[src/rtl/cache_modport.sv]
// cache_modport: set-associative, write-back data cache with one-byte
// processor accesses and Dragon update-protocol line states.
//
// Ports
//   clock, reset          single clock; asynchronous active-high reset
//   pr_req/pr_rnw         processor request (sampled in IDLE), 1=read 0=write
//   pr_addr/pr_wdata      byte address {tag, index, byteselect[1:0]}, write byte
//   pr_rdata/pr_done      read byte and one-cycle completion pulse
//   hit/miss/stall        lookup result (held until IDLE) and busy flag
//   mem_addr/mem_wdata    block address (byteselect=00) and writeback block
//   mem_we/mem_rdata      writeback strobe, combinational fill data
//   bus_rd/bus_upd        Dragon BusRd / BusUpd strobes
//   shared                another cache holds the block (sampled in SEND/WRCACHE)
module cache_modport #(
  parameter  int INDEXBITS     = 4,
  parameter  int TAGBITS       = 10,
  parameter  int ASSOCIATIVITY = 4,
  parameter  int BLOCKBYTES    = 4,
  localparam int ADDRESSWIDTH  = TAGBITS + INDEXBITS + 2,
  localparam int DATABUSWIDTH  = 8 * BLOCKBYTES
) (
  input  logic                    clock,
  input  logic                    reset,
  input  logic                    pr_req,
  input  logic                    pr_rnw,
  input  logic [ADDRESSWIDTH-1:0] pr_addr,
  input  logic [7:0]              pr_wdata,
  output logic [7:0]              pr_rdata,
  output logic                    pr_done,
  output logic                    hit,
  output logic                    miss,
  output logic                    stall,
  output logic [ADDRESSWIDTH-1:0] mem_addr,
  output logic [DATABUSWIDTH-1:0] mem_wdata,
  output logic                    mem_we,
  input  logic [DATABUSWIDTH-1:0] mem_rdata,
  output logic                    bus_rd,
  output logic                    bus_upd,
  input  logic                    shared
);

  localparam int SETS    = 2 ** INDEXBITS;
  localparam int WAYBITS = (ASSOCIATIVITY > 1) ? $clog2(ASSOCIATIVITY) : 1;

  typedef enum logic [2:0] {
    S_IDLE, S_CHECK, S_EVICT, S_WRMEM, S_RDMEM, S_SEND, S_WRCACHE
  } fsm_t;

  typedef enum logic [1:0] {
    D_EXCL, D_SHCLEAN, D_SHMOD, D_DIRTY
  } dragon_t;

  fsm_t                    fsm_q, fsm_d;
  logic [ADDRESSWIDTH-1:0] addr_q, addr_d;
  logic                    rnw_q, rnw_d;
  logic [7:0]              wdata_q, wdata_d;
  logic [WAYBITS-1:0]      way_q, way_d;     // hit way or chosen victim
  logic                    hit_q, hit_d;
  logic                    miss_q, miss_d;

  logic                    valid_q  [SETS][ASSOCIATIVITY];
  logic [TAGBITS-1:0]      tag_q    [SETS][ASSOCIATIVITY];
  dragon_t                 dstate_q [SETS][ASSOCIATIVITY];
  logic [DATABUSWIDTH-1:0] data_q   [SETS][ASSOCIATIVITY];
  // lru_q[set][0] is the LRU way, lru_q[set][ASSOCIATIVITY-1] the MRU way
  logic [WAYBITS-1:0]      lru_q    [SETS][ASSOCIATIVITY];

  logic [TAGBITS-1:0]   req_tag;
  logic [INDEXBITS-1:0] req_idx;
  logic [1:0]           req_bsel;
  assign req_tag  = addr_q[ADDRESSWIDTH-1 -: TAGBITS];
  assign req_idx  = addr_q[INDEXBITS+1:2];
  assign req_bsel = addr_q[1:0];

  // Tag lookup and invalid-way search; scanning downward makes the lowest way win
  logic               match_any, inv_any;
  logic [WAYBITS-1:0] match_way, inv_way, victim_way;
  logic               victim_dirty;
  always_comb begin
    match_any = 1'b0;
    match_way = '0;
    inv_any   = 1'b0;
    inv_way   = '0;
    for (int w = ASSOCIATIVITY - 1; w >= 0; w--) begin
      if (valid_q[req_idx][w] && (tag_q[req_idx][w] == req_tag)) begin
        match_any = 1'b1;
        match_way = WAYBITS'(w);
      end
      if (!valid_q[req_idx][w]) begin
        inv_any = 1'b1;
        inv_way = WAYBITS'(w);
      end
    end
  end

  assign victim_way   = inv_any ? inv_way : lru_q[req_idx][0];
  assign victim_dirty = valid_q[req_idx][victim_way] &&
                        ((dstate_q[req_idx][victim_way] == D_DIRTY) ||
                         (dstate_q[req_idx][victim_way] == D_SHMOD));

  // Dragon transitions for the accessed line
  dragon_t cur_dstate, new_dstate;
  logic    upd_needed;
  assign cur_dstate = dstate_q[req_idx][way_q];
  // A write to a freshly filled line or to a shared line must broadcast BusUpd
  assign upd_needed = miss_q || (cur_dstate == D_SHCLEAN) || (cur_dstate == D_SHMOD);

  always_comb begin
    new_dstate = cur_dstate;
    if (fsm_q == S_SEND) begin
      if (miss_q) new_dstate = shared ? D_SHCLEAN : D_EXCL;
    end else if (fsm_q == S_WRCACHE) begin
      new_dstate = (upd_needed && shared) ? D_SHMOD : D_DIRTY;
    end
  end

  // LRU: the accessed way moves to MRU; entries after its old slot shift down
  logic [WAYBITS-1:0] lru_shift [ASSOCIATIVITY];
  logic [WAYBITS-1:0] lru_new   [ASSOCIATIVITY];
  logic               lru_found;
  generate
    for (genvar gi = 0; gi < ASSOCIATIVITY - 1; gi++) begin : g_lru_shift
      assign lru_shift[gi] = lru_q[req_idx][gi+1];
    end
  endgenerate
  assign lru_shift[ASSOCIATIVITY-1] = way_q;

  always_comb begin
    lru_found = 1'b0;
    for (int p = 0; p < ASSOCIATIVITY; p++) begin
      if (lru_q[req_idx][p] == way_q) lru_found = 1'b1;
      lru_new[p] = lru_found ? lru_shift[p] : lru_q[req_idx][p];
    end
  end

  // Next-state logic
  always_comb begin
    fsm_d   = fsm_q;
    addr_d  = addr_q;
    rnw_d   = rnw_q;
    wdata_d = wdata_q;
    way_d   = way_q;
    hit_d   = hit_q;
    miss_d  = miss_q;
    case (fsm_q)
      S_IDLE: begin
        if (pr_req) begin
          addr_d  = pr_addr;
          rnw_d   = pr_rnw;
          wdata_d = pr_wdata;
          fsm_d   = S_CHECK;
        end
      end
      S_CHECK: begin
        hit_d  = match_any;
        miss_d = !match_any;
        if (match_any) begin
          way_d = match_way;
          fsm_d = rnw_q ? S_SEND : S_WRCACHE;
        end else begin
          fsm_d = S_EVICT;
        end
      end
      S_EVICT: begin
        way_d = victim_way;
        fsm_d = victim_dirty ? S_WRMEM : S_RDMEM;
      end
      S_WRMEM: fsm_d = S_RDMEM;
      S_RDMEM: fsm_d = rnw_q ? S_SEND : S_WRCACHE;
      S_SEND, S_WRCACHE: begin
        fsm_d  = S_IDLE;
        hit_d  = 1'b0;
        miss_d = 1'b0;
      end
      default: fsm_d = S_IDLE;
    endcase
  end

  // Control and line-state flops
  always_ff @(posedge clock or posedge reset) begin
    if (reset) begin
      fsm_q   <= S_IDLE;
      addr_q  <= '0;
      rnw_q   <= 1'b0;
      wdata_q <= '0;
      way_q   <= '0;
      hit_q   <= 1'b0;
      miss_q  <= 1'b0;
      for (int s = 0; s < SETS; s++) begin
        for (int w = 0; w < ASSOCIATIVITY; w++) begin
          valid_q[s][w]  <= 1'b0;
          dstate_q[s][w] <= D_EXCL;
          lru_q[s][w]    <= WAYBITS'(w);
        end
      end
    end else begin
      fsm_q   <= fsm_d;
      addr_q  <= addr_d;
      rnw_q   <= rnw_d;
      wdata_q <= wdata_d;
      way_q   <= way_d;
      hit_q   <= hit_d;
      miss_q  <= miss_d;
      if (fsm_q == S_RDMEM) begin
        valid_q[req_idx][way_q]  <= 1'b1;
        dstate_q[req_idx][way_q] <= D_EXCL;  // refined in SEND/WRCACHE
      end
      if ((fsm_q == S_SEND) || (fsm_q == S_WRCACHE)) begin
        dstate_q[req_idx][way_q] <= new_dstate;
        for (int p = 0; p < ASSOCIATIVITY; p++) lru_q[req_idx][p] <= lru_new[p];
      end
    end
  end

  // Tag and data arrays carry no reset; valid bits gate their use
  always_ff @(posedge clock) begin
    if (fsm_q == S_RDMEM) begin
      tag_q[req_idx][way_q]  <= req_tag;
      data_q[req_idx][way_q] <= mem_rdata;
    end else if (fsm_q == S_WRCACHE) begin
      data_q[req_idx][way_q][8*req_bsel +: 8] <= wdata_q;
    end
  end

  // Outputs decoded from the registered state
  assign stall   = (fsm_q != S_IDLE);
  assign hit     = hit_q  || ((fsm_q == S_CHECK) &&  match_any);
  assign miss    = miss_q || ((fsm_q == S_CHECK) && !match_any);
  assign pr_done = (fsm_q == S_SEND) || (fsm_q == S_WRCACHE);
  assign pr_rdata = (fsm_q == S_SEND) ? data_q[req_idx][way_q][8*req_bsel +: 8] : 8'h00;
  assign mem_we  = (fsm_q == S_WRMEM);
  assign bus_rd  = (fsm_q == S_RDMEM);
  assign bus_upd = (fsm_q == S_WRCACHE) && upd_needed;
  assign mem_wdata = (fsm_q == S_WRMEM) ? data_q[req_idx][way_q] : '0;

  always_comb begin
    mem_addr = '0;
    if (fsm_q == S_WRMEM)      mem_addr = {tag_q[req_idx][way_q], req_idx, 2'b00};
    else if (fsm_q == S_RDMEM) mem_addr = {req_tag, req_idx, 2'b00};
  end

endmodule

[config.mk]
export PLATFORM = sky130hd
export DESIGN_NAME = cache_modport
export DESIGN_NICKNAME = d
export VERILOG_FILES = /design/src/rtl/cache_modport.sv
export SDC_FILE = /design/constraint.sdc
export NUM_CORES = 2
export LEC_CHECK = 0
export ABC_CLOCK_PERIOD_IN_PS = 10950
export CORE_ASPECT_RATIO = 2
export CORE_UTILIZATION = 57
export CTS_CLUSTER_DIAMETER = 60
export CTS_CLUSTER_SIZE = 25
export DETAILED_ROUTE_END_ITERATION = 12
export DONT_BUFFER_PORTS = 1
export GPL_TIMING_DRIVEN = 0
export PLACE_DENSITY_LB_ADDON = 0.08
export SETUP_SLACK_MARGIN = 0.02
export SYNTH_ARGS = -nofsm -noshare
export SYNTH_HDL_FRONTEND = slang
export SYNTH_SLANG_ARGS = --single-unit
[constraint.sdc]
create_clock -name clock -period 10.95 [get_ports clock]
set_clock_uncertainty 0.2 [all_clocks]
set_input_delay 1.6425 -clock clock [delete_from_list [all_inputs] [get_ports clock]]
set_output_delay 1.6425 -clock clock [all_outputs]
set_load 0.05 [all_outputs]
# --- After elaboration in Yosys (flattened, before gate mapping) ---
# Memory sizes are Yosys's and may differ from the RTL's.
# Cells that the tools add are included.
# Widths: inputs -> output; s select.
classes:
  n_addsub: 1
  mul: 0
  div: 0
  order_cmp: 5
  n_eq_ne: 20
  shift: 3
  n_mux: 230
  bitwise: 134
  n_reduce_logical: 25
op_table:
  columns: ["cell", "n"]
  rows:
  - ["$bwmux 128", 5]
  - ["$mux 128", 4]
  - ["$demux 8 s4", 5]
  - ["$mux 32", 5]
  - ["$mux 1", 148]
  - ["$and 128x128->128", 1]
  - ["$demux 32 s2", 2]
  - ["$not 128->128", 1]
  - ["$or 1x1->1", 128]
  - ["$bmux 32 s2", 1]
  - ["$bmux 8 s4", 2]
  - ["$or 64x64->64", 1]
  - ["$mux 8", 7]
  - ["$mux 2", 24]
  - ["$eq 10x10->1", 4]
  - ["$mux 40", 1]
  - ["$neg 5->34", 1]
  - ["$shift 8x34->32 const A", 1]
  - ["$shiftx 8x34->32", 1]
  - ["$mux 16", 2]
  - ["$shiftx 32x6->8", 1]
  - ["$mux 10", 3]
  - ["$bmux 10 s2", 1]
  - ["$demux 10 s2", 1]
  - ["other kinds (33)", 68]
word_totals:
  reg_bits: 352
  latch_bits: 0
  mem_bits_rw: 2688
  mem_bits_ro: 0
  in_bits: 61
  output_inout_bits: 63
  word_cells: 619
  n_memories: 2
memory_table:
  columns: ["memory", "words", "width", "read_ports", "rd_ports_with_merged_regs", "wr", "line", "source"]
  rows:
  - ["data_q", 16, 128, 1, 0, 1, "64", "logic [DATABUSWIDTH-1:0] data_q [SETS][ASSOCIATIVITY];"]
  - ["tag_q", 16, 40, 1, 0, 1, "62", "logic [TAGBITS-1:0] tag_q [SETS][ASSOCIATIVITY];"]

# --- Logic depth before layout (Yosys ltp) ---
logic_depth:
  word_depth: 18
  depth_mapped: 16
  depth_no_buf: 9

# --- Least setup slack after synthesis ---
# Ideal clock, no wire load.
synth_path:
  path_kind: "register to output"
  start: "register addr_q[4]"
  end: "output mem_addr[7]"
  arrival_time_ns: 3.854
  required_ns: 9.108
  setup_slack_ns: 5.254
  path_stages_with_launch: 13
  n_path_buf: 7
  path_cell_list: "dfrtp_1 > buf_2 > buf_2 > inv_1 > clkbuf_1 > clkbuf_1 > clkbuf_1 > buf_1 > clkbuf_1 > o21ai_0 > a21oi_1 > a21oi_1 > o21ai_0"
synth_via:
  elab_chain_cells: 5
synth_lines:
  columns: ["item", "line", "source"]
  rows:
  - ["start, declared", "54", "logic [ADDRESSWIDTH-1:0] addr_q, addr_d;"]
  - ["start signal, assigned", "198", "addr_q <= addr_d;"]
  - ["$mem_v2 16x40", null, null]
  - ["$bmux 10 s2", "238", "if (fsm_q == S_WRMEM) mem_addr = {tag_q[req_idx][way_q], req_idx, 2'b00};"]
  - ["$mux 10 (not written as such) (2 in a row)", "238", null]
  - ["$mux 16", "238", null]
  - ["end, declared", "33", "output logic [ADDRESSWIDTH-1:0] mem_addr,"]
# No other way between the ends. The select of a mux whose other input is x is not followed.

# --- Worst setup path after layout ---
layout_path:
  start: "register addr_q[4]"
  end: "output mem_addr[13]"
# The elaborated chain is that of the path after synthesis.

==> run metrics <==
RSZ-0062 raised after global routing=false; max incr delay on CP=between 1 and 1.5 ns; Clock Latency Late Sink=0.91 ns; syn avg cell area=19.0 um2; via/cell ratio=~7; worst-path fanout max=10; Routed Antenna Nets=0; Worst Hold Class=reg -> reg; final setup violation count=0; hpwl dp=about 340000 um; Top Ports=124; CP top delay family=buffers and inverters; worst path required time=9.11 ns; Worst Reg-to-Reg Cells=12; Netlist Area Pre-Place=around 0.12 mm2; DR WL/cell=47.0 um; H-tree depth=4; Post-synth top cells=edfxtp_1 (2688), mux4_2 (916), nand2_1 (549); via count=68400; Hold Path Depth=1; Final Cycle Share=97.0%; Most common cell on crit path=buf_2; post-synthesis cell count=~6500; Worst Path Buf+Inv=8; Worst slew margin=-7.44%; Setup TNS Final=0 ns; Port Buffer Count=0; Synth-to-Final Area Change=7.72%; violated checks=max-capacitance violations, max-slew violations; number of DRC markers in iteration 0=between 8000 and 9000; crit path DAT=between 8 and 9 ns; startpoint types=flop; pin count of the biggest net entering global routing=45; num rows=around 240; drt drc=0; total gr overflow=0; vias in the first global route=slightly below 70000; Post-synth EDFFs=2688; hold path start=valid_q[21]$_DFFE_PP0P_; reg2reg end=tag_q[3][0]$_DFFE_PP_; register bit total from synthesis=a little over 3000; CTS tree=yes; most frequent cell after synthesis=edfxtp_1; cell leakage power=43.2 nW; Synth top area share=~65%; worst vdd ir=about 270 uV; max cap viols=7; die height=660 um; total CTS buffers=around 150; Initial Util=57.4%; status=finished, violations left; initial antenna violation count=33; ys flop type=edfxtp_1; Pwr Density=between 200 and 300 mW/mm2; clk slew on worst S/H paths=0.10 ns; post-CTS sizing=0; cells along the critical path=buf_2 -> buf_2 -> buf_2 -> buf_2 -> buf_2 -> clkbuf_1 -> buf_2 -> clkbuf_1 -> nor2_1 -> o311ai_0 -> o21ai_0 -> a22o_1; layout cells sized above 1=22.8%; Hold Crit Endpoint=valid_q[21]$_DFFE_PP0P_; Clock Tree Buf Depth=4; Slowest-stage cell, CP=o311ai_0; area leader, netlist=edfxtp_1; max-slew violations=53; core region area=0.215 mm2; CTS sink count=3040; Final Hold Viols=0; Crit Path Category=reg -> out; Tot GR Track Use=42.5%; minimum clock period=~11 ns; reg-to-reg startpoint=addr_q[5]$_DFFE_PP0P_; Crit. End Element=primary output; root buf cell=clkbuf_16; Async SR Flop Fraction=a little under an eighth; top post-synthesis cells by area=edfxtp_1 (65%), mux4_2 (17%), dfrtp_1 (5.8%); final RePlAce weighted congestion=1.01; first drt pass iteration count=8; hold buffers post-CTS=0; number of library cell types mapped by synthesis=between 70 and 80; first-pass GRT wire length=between 600000 and 700000 um; Worst-Margin Slew=around 1.6 ns; final WL=about 460000 um; die width=roughly 330 um; DIE AREA=around 0.22 mm2; sequential cell area fraction in the yosys report=roughly 73%; nets=6864; max frequency=94.2 MHz; Power Total=~0.035 W; postcts setup bufs=0; reg2reg setup slack=approximately 3.1 ns; FILL cells=15400; Syn. warnings=0
## per-layer routing
metal / vias up / wire length [um] / track usage, % / part of all wire (%)
met1: 35900 / 126000 / 40.2 / 28
met4: 14 / 63800 / 47.3 / 14
met5: - / 167 / 0.362 / 0.037
li1: 26500 / - / - / -
met3: 1628 / 36500 / 9.69 / 8.0
met2: 4264 / 230000 / 71.0 / 50
## cell families (layout without fill, tap and decap cells)
kind of cell    Yosys count  in the layout  share of synthesized area, %
compound gates          587            587                          2.69
xor+xnor                 50             50                         0.354
fa+ha+maj                 5              5                        0.0506
buf+inv                 478            832                          1.77
flops                  3040           3040                          72.5
mux                    1100           1100                          18.2
other cells               1             49                       0.00304
simple gates           1249           1249                          4.38
## flip-flops by register name, summed over array words and instances (netlist names)
| register | count |
|---|---|
| fsm_q | 3 |
| dstate_q | 128 |
| valid_q | 64 |
| way_q | 2 |
| addr_q | 16 |
| rnw_q | 1 |
| hit_q | 1 |
| wdata_q | 8 |
| tag_q | 640 |
| lru_q | 128 |
| data_q | 2048 |
| miss_q | 1 |
## layout by cell type (no fill, tap or decap), drive strengths merged, types with 64 or more instances in the layout
cell | Yosys | final
edfxtp | 2688 | 2688
mux4 | 916 | 916
nand2 | 549 | 549
o21ai | 425 | 425
clkbuf | 209 | 406
nor2 | 335 | 335
buf | 187 | 318
dfrtp | 288 | 288
nand3 | 167 | 167
mux2i | 148 | 148
inv | 79 | 87
nand2b | 77 | 77
dfstp | 64 | 64
## worst max path at each step
stage / startpoint / endpoint / slack (ns) / cells after the start
6_report: addr_q[4]$_DFFE_PP0P_ / mem_addr[13] / 0.33 / 12
5_1_grt: addr_q[4]$_DFFE_PP0P_ / mem_addr[13] / 0.60 / 12
4_1_cts: addr_q[5]$_DFFE_PP0P_ / pr_rdata[4] / 0.75 / 11
3_5_place_dp: addr_q[5]$_DFFE_PP0P_ / pr_rdata[4] / 1.70 / 11
3_3_place_gp: addr_q[5]$_DFFE_PP0P_ / mem_addr[7] / 0.29 / 14
2_1_floorplan: reset / addr_q[0]$_DFFE_PP0P_ / 4.45 / 1
## where the power goes
group	internal (W)	total, W	switching [W]
combinational	0.00474	0.0147	0.00992
sequential	0.0134	0.0139	0.000443
clock	0.00277	0.00650	0.00373
total	0.0209	0.0350	0.0141
## stage by stage
step / utilization, % / hold slack (ns) / cells / cell area, um2 / setup WS [ns]
finish: 61.8 / 0.269 / 9706 / 133000 / 0.334
global route: 61.8 / 0.285 / 9671 / 133000 / 0.598
CTS: 61.7 / 0.268 / 9656 / 133000 / 0.755
detailed placement: 59.7 / 0.247 / 9433 / 128000 / 1.70
global placement: 59.0 / 0.244 / 9305 / 127000 / 0.289
floorplan: - / 0.229 / 6511 / 124000 / 4.45
## worst register-to-register path, delay by kind of cell, from the launching register on
family                 cells  cell delay, ns
buffers and inverters     10            5.62
and+or+nand+nor            2            1.17
DFF                        1            0.46
## area by class of cell
| cell class | instances | area [um2] | area share, % |
|---|---|---|---|
| diodes | 47 | 118 | 0.0884 |
| plain buffers | 396 | 1930 | 1.45 |
| clock buffers | 197 | 4140 | 3.11 |
| clock inverters | 26 | 290 | 0.218 |
| inverters | 82 | 314 | 0.236 |
| multi-input cells | 2993 | 31800 | 23.9 |
| flip-flops and latches | 3040 | 89600 | 67.3 |
| well taps | 2794 | 3500 | 2.63 |
| repair buffers | 131 | 1400 | 1.05 |
Note: power is estimated with default switching activity, not from simulation.
